## src/rtl/mopshub_uplink_buffer.sv

```systemverilog
// Show-ahead FIFO of CAN messages for the elink uplink. Head is presented one cycle after push into empty.
// Backpressure: irq_elink_rec/elink_ack valid-ready; a strobe into a full queue without a pop is dropped and counted.
module mopshub_uplink_buffer #(
  parameter int DEPTH   = 8,
  parameter int TIMEOUT = 4096
) (
  input  logic        clk,
  input  logic        rst,
  input  logic [75:0] can_rec_data,
  input  logic [4:0]  can_rec_select,
  input  logic        can_rec_strobe,
  input  logic        flush,
  output logic [75:0] data_rec_uplink,
  output logic [4:0]  bus_id_uplink,
  output logic        irq_elink_rec,
  input  logic        elink_ack,
  output logic [6:0]  fill_level,
  output logic        full,
  output logic        overflow,
  output logic [15:0] drop_cnt,
  output logic        stall_flag
);

  localparam int PW = $clog2(DEPTH);
  localparam int TW = $clog2(TIMEOUT) + 1;

  typedef enum logic [1:0] {EMPTY, PRESENT, STALLED} state_t;

  state_t        state;
  logic [80:0]   mem [DEPTH];
  logic [PW-1:0] rd_ptr, wr_ptr, rd_nxt;
  logic [TW-1:0] tmo_cnt;
  logic          pop, push_ok, drop;
  logic [6:0]    fill_nxt;
  logic [80:0]   head;

  always_comb begin
    pop      = irq_elink_rec & elink_ack;
    push_ok  = can_rec_strobe & (~full | pop);
    drop     = can_rec_strobe & full & ~pop;
    rd_nxt   = rd_ptr + PW'(pop);
    fill_nxt = fill_level + 7'(push_ok) - 7'(pop);
    // The incoming message becomes head when nothing older survives this edge.
    head     = (push_ok && fill_level == 7'(pop)) ? {can_rec_select, can_rec_data} : mem[rd_nxt];
  end

  always_ff @(posedge clk) begin
    if (!rst && !flush && push_ok)
      mem[wr_ptr] <= {can_rec_select, can_rec_data};
  end

  always_ff @(posedge clk) begin
    if (rst) begin
      state           <= EMPTY;
      rd_ptr          <= '0;
      wr_ptr          <= '0;
      tmo_cnt         <= '0;
      fill_level      <= '0;
      full            <= 1'b0;
      overflow        <= 1'b0;
      drop_cnt        <= '0;
      stall_flag      <= 1'b0;
      irq_elink_rec   <= 1'b0;
      data_rec_uplink <= '0;
      bus_id_uplink   <= '0;
    end else if (flush) begin
      state           <= EMPTY;
      rd_ptr          <= '0;
      wr_ptr          <= '0;
      tmo_cnt         <= '0;
      fill_level      <= '0;
      full            <= 1'b0;
      overflow        <= 1'b0;
      stall_flag      <= 1'b0;
      irq_elink_rec   <= 1'b0;
      data_rec_uplink <= '0;
      bus_id_uplink   <= '0;
    end else begin
      rd_ptr     <= rd_nxt;
      wr_ptr     <= wr_ptr + PW'(push_ok);
      fill_level <= fill_nxt;
      full       <= (fill_nxt == 7'(DEPTH));
      overflow   <= drop;
      if (drop && drop_cnt != 16'hFFFF)
        drop_cnt <= drop_cnt + 16'd1;

      if (fill_nxt == 7'd0) begin
        state         <= EMPTY;
        irq_elink_rec <= 1'b0;
        tmo_cnt       <= '0;
      end else begin
        irq_elink_rec <= 1'b1;
        if (pop || state == EMPTY) begin
          state           <= PRESENT;
          tmo_cnt         <= '0;
          data_rec_uplink <= head[75:0];
          bus_id_uplink   <= head[80:76];
        end else if (state == PRESENT) begin
          if (tmo_cnt == TW'(TIMEOUT - 1)) begin
            state      <= STALLED;
            stall_flag <= 1'b1;
          end else begin
            tmo_cnt <= tmo_cnt + TW'(1);
          end
        end
      end
    end
  end

endmodule

```

## config.mk

```make
export PLATFORM = sky130hd
export DESIGN_NAME = mopshub_uplink_buffer
export DESIGN_NICKNAME = d
export VERILOG_FILES = /design/src/rtl/mopshub_uplink_buffer.sv
export SDC_FILE = /design/constraint.sdc
export NUM_CORES = 1
export LEC_CHECK = 0
export CORE_MARGIN = 1
export CORE_UTILIZATION = 45
export CTS_CLUSTER_DIAMETER = 60
export DETAILED_ROUTE_END_ITERATION = 10
export PLACE_DENSITY = 0.66
export SETUP_SLACK_MARGIN = 0.15
export SLEW_MARGIN = 10
export SYNTH_ARGS = -nofsm -noshare
export SYNTH_HDL_FRONTEND = slang
export SYNTH_SLANG_ARGS = --single-unit
export TNS_END_PERCENT = 50
```

## constraint.sdc

```tcl
create_clock -name clk -period 7.2 [get_ports clk]
set_clock_uncertainty 0.1 [all_clocks]
set_input_delay 0.72 -clock clk [delete_from_list [all_inputs] [get_ports clk]]
set_output_delay 0.72 -clock clk [all_outputs]
set_load 0.005 [all_outputs]
```

==> run_results.csv, run 1 <==
group,metric,value,unit
clock_network,hold_buffers,0,
min_path,min_from,"tmo_cnt[12]$_SDFFE_PP0P_",
synth,ys_top_cells_by_area,"edfxtp_1 (64%), mux4_2 (12%), dfxtp_1 (8.5%)",
die,ios,194,
min_path,worstHoldPathType,"flop to flop",
synth,synthesis.instances,1654,
sta,setup_viol,0,
sta,hold_viol,0,
sta,fin_crit_sh,0.5889,
sta,worstMarginPinSlew,1079,ps
sta,fin_crit,4240,ps
critical_path,crit_type,"input pin to flop",
critical_path,crit_start,"elink_ack",
drt,drc,0,
synth,synth_warnings,0,
drt,num_vias,15569,
die,die_x,262.0,µm
synth,synth.cell_area,30420,µm²
synth,ys_ff_latch,777,
die,fp.dieH,262.0,µm
die,core,66330,µm²
synth,async_flop_share,0,
placed_design,hpwl,33830,µm
drt,final_antenna_net_count,0,
clock_network,clock-root-buffer,"clkbuf_16",
layout,syn2layout_area_growth,19.49,%
global_route,gr-usage-all-layers,0.1912,
global_route,grt_overflow,0,
clock_network,cts.repair.resized,0,
placed_design,routabilityCongestion,0.7959,
sta,max_freq,235.9,MHz
status,status,"finished, final reports clean",
die,start_util,0.4586,
die,dieArea,68640,µm²
clock_network,cts_tree,"yes",
clock_network,clock-sinks,777,
global_route,grt_max_degree,174,
drt,drt_iter0_drc,1134,
sta,whs,338.6,ps
global_route,first_global_vias,16311,
synth,synth_ff_type,"edfxtp_1",
layout,design_area,36340,µm²
synth,yosysSeqAreaShare,0.7246,
sta,drv_slew,0,
power_and_ir_drop,powerDensity,290.5,nW/µm²
critical_path,cp_data_arrival_time,4690,ps
synth,synth.largest_area_cell,"edfxtp_1",
critical_path,start_kind,"input pin",
clock_network,cts_made_buffers,82,
sta,grt_setup_unrepaired,"false",
layout,layout-drive-gt1-share,0.1766,
synth,synth_common_cells,"edfxtp_1 (648), nand2_1 (173), mux2i_1 (166)",
die,num_rows,94,
synth,synth_edf_count,648,
clock_network,post_cts_buffers,0,
sta,relSlewSlack,0.2776,
flow_run,maxCapViolCount,0,
synth,syn-num-nets,1756,
clock_network,path_clk_slew,60,ps
synth,synth_most_common_cell,"edfxtp_1",
clock_network,clock_path_buffers,3,
power_and_ir_drop,power.leakage,0.01137,µW
critical_path,end_kind,"flop",
global_route,antenna_found_initial,8,
layout,nNetsFinal,1963,
drt,first_pass_iters,4,
critical_path,r2r_start,"irq_elink_rec$_SDFF_PP0_",
drt,routedWlPerCell,22.96,µm
synth,avgSynthCellArea,18.39,µm²
global_route,grt_pass1_wl,98130,µm
placed_design,place_area,33370,µm²
clock_network,clock_latency,630,ps
synth,synth_cell_types,50,
critical_path,path_max_fanout,46,
placed_design,port_buffers,193,
drt,drt-total-wl,64200,µm
synth,yosys.area.top_type_share,0.6397,
clock_network,ctsHtreeMaxLevel,3,
drt,vias_per_cell,5.568,
power_and_ir_drop,ir_drop,0.1650,mV
critical_path,required,7650,ps
## metal layers
layer  vias up  track usage  wire length [µm]
li1       6993            -                 -
met1      8058       0.2594             27860
met3       103      0.03897              3603
met5         -            0               104
met4        14      0.05572              1195
met2       401       0.3136             31440
## where the power goes
part	switching [µW]	internal, µW
Combinational	548	475
Clock	1740	2780
Sequential	53.4	4960
Total	2350	8210
## per-stage QoR
stage / util / cells / setup WS (ps) / total power, µW / setup TNS, ps
after floorplan: - / 1654 / -515.7 / 5734 / -41770
after global placement: 0.5030 / 2641 / 2401 / 6125 / 0
after detailed placement: 0.5030 / 2641 / 2315 / 6144 / 0
after CTS: 0.5479 / 2795 / 2968 / 10680 / 0
after global routing: 0.5479 / 2795 / 2708 / 10920 / 0
final: 0.5479 / 2796 / 2960 / 10560 / 0
## cells by family after synthesis
group	share of synthesized area
flops	0.7246
mux	0.1746
simple gates	0.04035
compound gates	0.02830
buf+inv	0.01699
xor+xnor	0.008350
fa+ha+maj	0.006828
## sequential cells by signal, summed over array words and instances, names as in the netlist
register	count
state	2
overflow	1
stall_flag	1
data_rec_uplink	76
fill_level	7
rd_ptr	3
full	1
mem	648
drop_cnt	16
tmo_cnt	13
irq_elink_rec	1
wr_ptr	3
bus_id_uplink	5
## area by class of cell
| cell class | instances | area [µm²] |
|---|---|---|
| Multi-Input combinational cell | 766 | 7989 |
| Clock inverter | 43 | 673.1 |
| Antenna cell | 1 | 2.502 |
| Inverter | 16 | 60.06 |
| Clock buffer | 111 | 2303 |
| Tap cell | 864 | 1081 |
| Sequential cell | 777 | 22040 |
| Timing Repair Buffer | 218 | 2195 |
| Fill cell | 5157 | 29990 |
## critical path, cell delays in order
cell             delay (ps)
clkdlybuf4s50_1         450
nand2_1                 120
nand2_1                 100
nand2_1                  90
ha_1                    310
inv_1                    50
ha_1                    210
fa_1                    450
a211o_1                 320
and3_4                  190
a21oi_2                 190
o2111ai_4               170
o21ai_4                 200
buf_4                   740
mux2i_1                 290
## path summary, 6_finish.rpt
path | to | slack [ps] | depth (start not counted)
worst max-delay path | data_rec_uplink[6]$_SDFFE_PP0P_ | 2960 | 15
worst min-delay path | tmo_cnt[12]$_SDFFE_PP0P_ | 340 | 2
worst max register to register | data_rec_uplink[6]$_SDFFE_PP0P_ | 3150 | 14
worst min register to register | tmo_cnt[12]$_SDFFE_PP0P_ | 340 | 2
## cell usage in the layout (no fill, tap or decap), types with 6 or more instances in the layout
cell type          n
edfxtp_1         648
clkdlybuf4s50_1  193
nand2_1          173
mux2i_1          166
mux4_2           162
dfxtp_1          129
clkbuf_16         84
o211ai_1          83
nor2_1            36
buf_4             19
clkbuf_1          17
inv_1             16
xor2_1            15
bufinv_16         14
xnor2_1           13
ha_1              13
clkinv_2          12
nand3_1           11
clkbuf_8          10
and2_1             8
nor2_4             7
nand4_1            7
a21oi_1            7
and3_1             7
clkinv_8           6
buf_12             6
Power figures use the tool's default switching activity.
==> run 2: changes to the inputs <==
- clock period: 7.2 -> 3.81 ns (I/O delays scaled with it)
==> run 2 against run 1 <==
Die area did not move. Sequential share of layout area is 0.41 points lower. Non-clock buffer count up 31. Register-to-register slack lost 2800 ps. First-iteration DRC count is 3.4% lower. Worst hold slack got worse by 8.4 ps. Core utilization up 0.37 points. Critical path type is now flop to flop.
==> run_results.csv, run 2 (synthesis gave the netlist of run 1 again) <==
group,metric,value,unit
die,fp.dieH,262.0,µm
clock_network,clock_latency,620,ps
layout,layout-drive-gt1-share,0.1846,
layout,syn2layout_area_growth,20.29,%
drt,drt_iter0_drc,1096,
drt,drc,0,
die,start_util,0.4586,
layout,nNetsFinal,1994,
critical_path,path_max_fanout,20,
layout,final_common_cell,"edfxtp_1",
placed_design,hpwl,35630,µm
critical_path,required,4240,ps
placed_design,routabilityCongestion,0.7415,
drt,vias_per_cell,5.538,
global_route,grt_max_degree,174,
critical_path,end_kind,"flop",
sta,fin_crit,3479,ps
clock_network,clock-root-buffer,"clkbuf_16",
critical_path,start_kind,"flop",
flow_run,maxCapViolCount,0,
sta,relSlewSlack,0.4243,
sta,fin_ws,331.2,ps
layout,top_regs,"mem x648, data_rec_uplink x76, drop_cnt x16",
layout,final_cell_mix,"edfxtp_1 (648), clkdlybuf4s50_1 (193), nand2_1 (173)",
global_route,grt_pass1_wl,98390,µm
die,ios,194,
sta,max_freq,287.5,MHz
die,dieArea,68640,µm²
sta,drv_slew,0,
clock_network,cts_tree,"yes",
layout,largest_register_ffs,648,
global_route,antenna_found_initial,7,
sta,setup_viol,0,
global_route,grt_overflow,0,
layout,largest-register,"mem",
clock_network,path_clk_slew,60,ps
die,num_rows,94,
drt,routedWlPerCell,22.92,µm
clock_network,ctsHtreeMaxLevel,3,
global_route,gr-usage-all-layers,0.1915,
min_path,min_from,"tmo_cnt[12]$_SDFFE_PP0P_",
critical_path,cp_data_arrival_time,3910,ps
min_path,worstHoldPathType,"flop to flop",
placed_design,place_ws,-249.4,ps
clock_network,cts_made_buffers,82,
drt,drt-total-wl,64750,µm
placed_design,port_buffers,193,
critical_path,r2r_start,"irq_elink_rec$_SDFF_PP0_",
clock_network,clock_path_buffers,3,
sta,hold_viol,0,
critical_path,crit_start,"irq_elink_rec$_SDFF_PP0_",
die,core,66330,µm²
layout,antennaDiodeCount,0,
drt,num_vias,15644,
drt,first_pass_iters,5,
sta,tns,0,ps
drt,final_antenna_net_count,0,
sta,worstMarginPinSlew,863.6,ps
status,status,"finished, final reports clean",
power_and_ir_drop,power.leakage,0.01146,µW
power_and_ir_drop,powerDensity,530.3,nW/µm²
die,die_x,262.0,µm
clock_network,clock-sinks,777,
sta,grt_setup_unrepaired,"false",
critical_path,crit_type,"flop to flop",
power_and_ir_drop,ir_drop,0.3115,mV
sta,fin_crit_sh,0.9131,
global_route,first_global_vias,16542,
run 2: cell types whose count changed in the layout (fill, tap and decap cells not counted), moves of 2 or more:
| cell | delta |
|---|---|
| buf_12 | +18 |
| clkinv_1 | +16 |
| buf_4 | +10 |
| clkbuf_8 | -8 |
| bufinv_16 | -7 |
| clkinv_2 | +7 |
| clkbuf_1 | -5 |
| buf_16 | +2 |
| clkinv_8 | -2 |
run 2: worst paths after layout:
path,endpoint,slack [ps],depth (start not counted)
worst max-delay path,bus_id_uplink[4]$_SDFFE_PP0P_,330,15
worst min-delay path,tmo_cnt[12]$_SDFFE_PP0P_,330,2
worst max register to register,bus_id_uplink[4]$_SDFFE_PP0P_,330,15
worst min register to register,tmo_cnt[12]$_SDFFE_PP0P_,330,2
run 2: area by class of cell:
class                      instances  area, µm²
timing repair buffer             249       2710
clock buffer                      97       2150
multi-input combinational        766       8014
fill                            5159      29740
tap                              864       1081
clock inverter                    56      534.3
sequential                       777      22040
inverter                          16      60.06
run 2: report_power, final:
part / internal, µW / total (µW) / switching (µW)
combinational: 1050 / 2130 / 1080
clock: 4540 / 7810 / 3260
sequential: 9370 / 9470 / 98.7
total: 15000 / 19400 / 4440
run 2: what timing repair did:
| item | CTS | global route |
|---|---|---|
| hold buffers | 0 | 0 |
| gates resized for setup | 0 | 4 |
| endpoints found under the setup margin | 0 | 43 |
| buffers inserted | 0 | 2 |
run 2: layer usage:
metal	vias to the layer above	part of all wire	track usage
met2	320	0.51	0.3265
li1	7065	-	-
met4	14	0.017	0.04994
met3	82	0.049	0.03791
met5	-	0.0013	0
met1	8163	0.43	0.2516
run 2: per-stage QoR:
stage	instances	util	hold WS (ps)	instance area [µm²]	total power [µW]
CTS	2822	0.5506	334.0	36520	19570
global placement	2669	0.5101	313.4	33840	11710
floorplan	1654	-	303.0	30500	10840
global route	2825	0.5516	354.5	36590	20110
detailed placement	2669	0.5101	324.1	33840	11740
finish	2825	0.5516	330.1	36590	19400
run 2: worst max-delay path, stage by stage (launching register included):
cell       delay [ps]
dfxtp_1           360
nand2_1           100
nand2_1            70
nand2_1            70
ha_1              280
inv_1              40
ha_1              210
fa_1              430
a211o_1           320
and3_4            210
a21oi_4           160
o2111ai_4         150
o21ai_4           250
buf_12            190
buf_16            190
mux2i_2           240
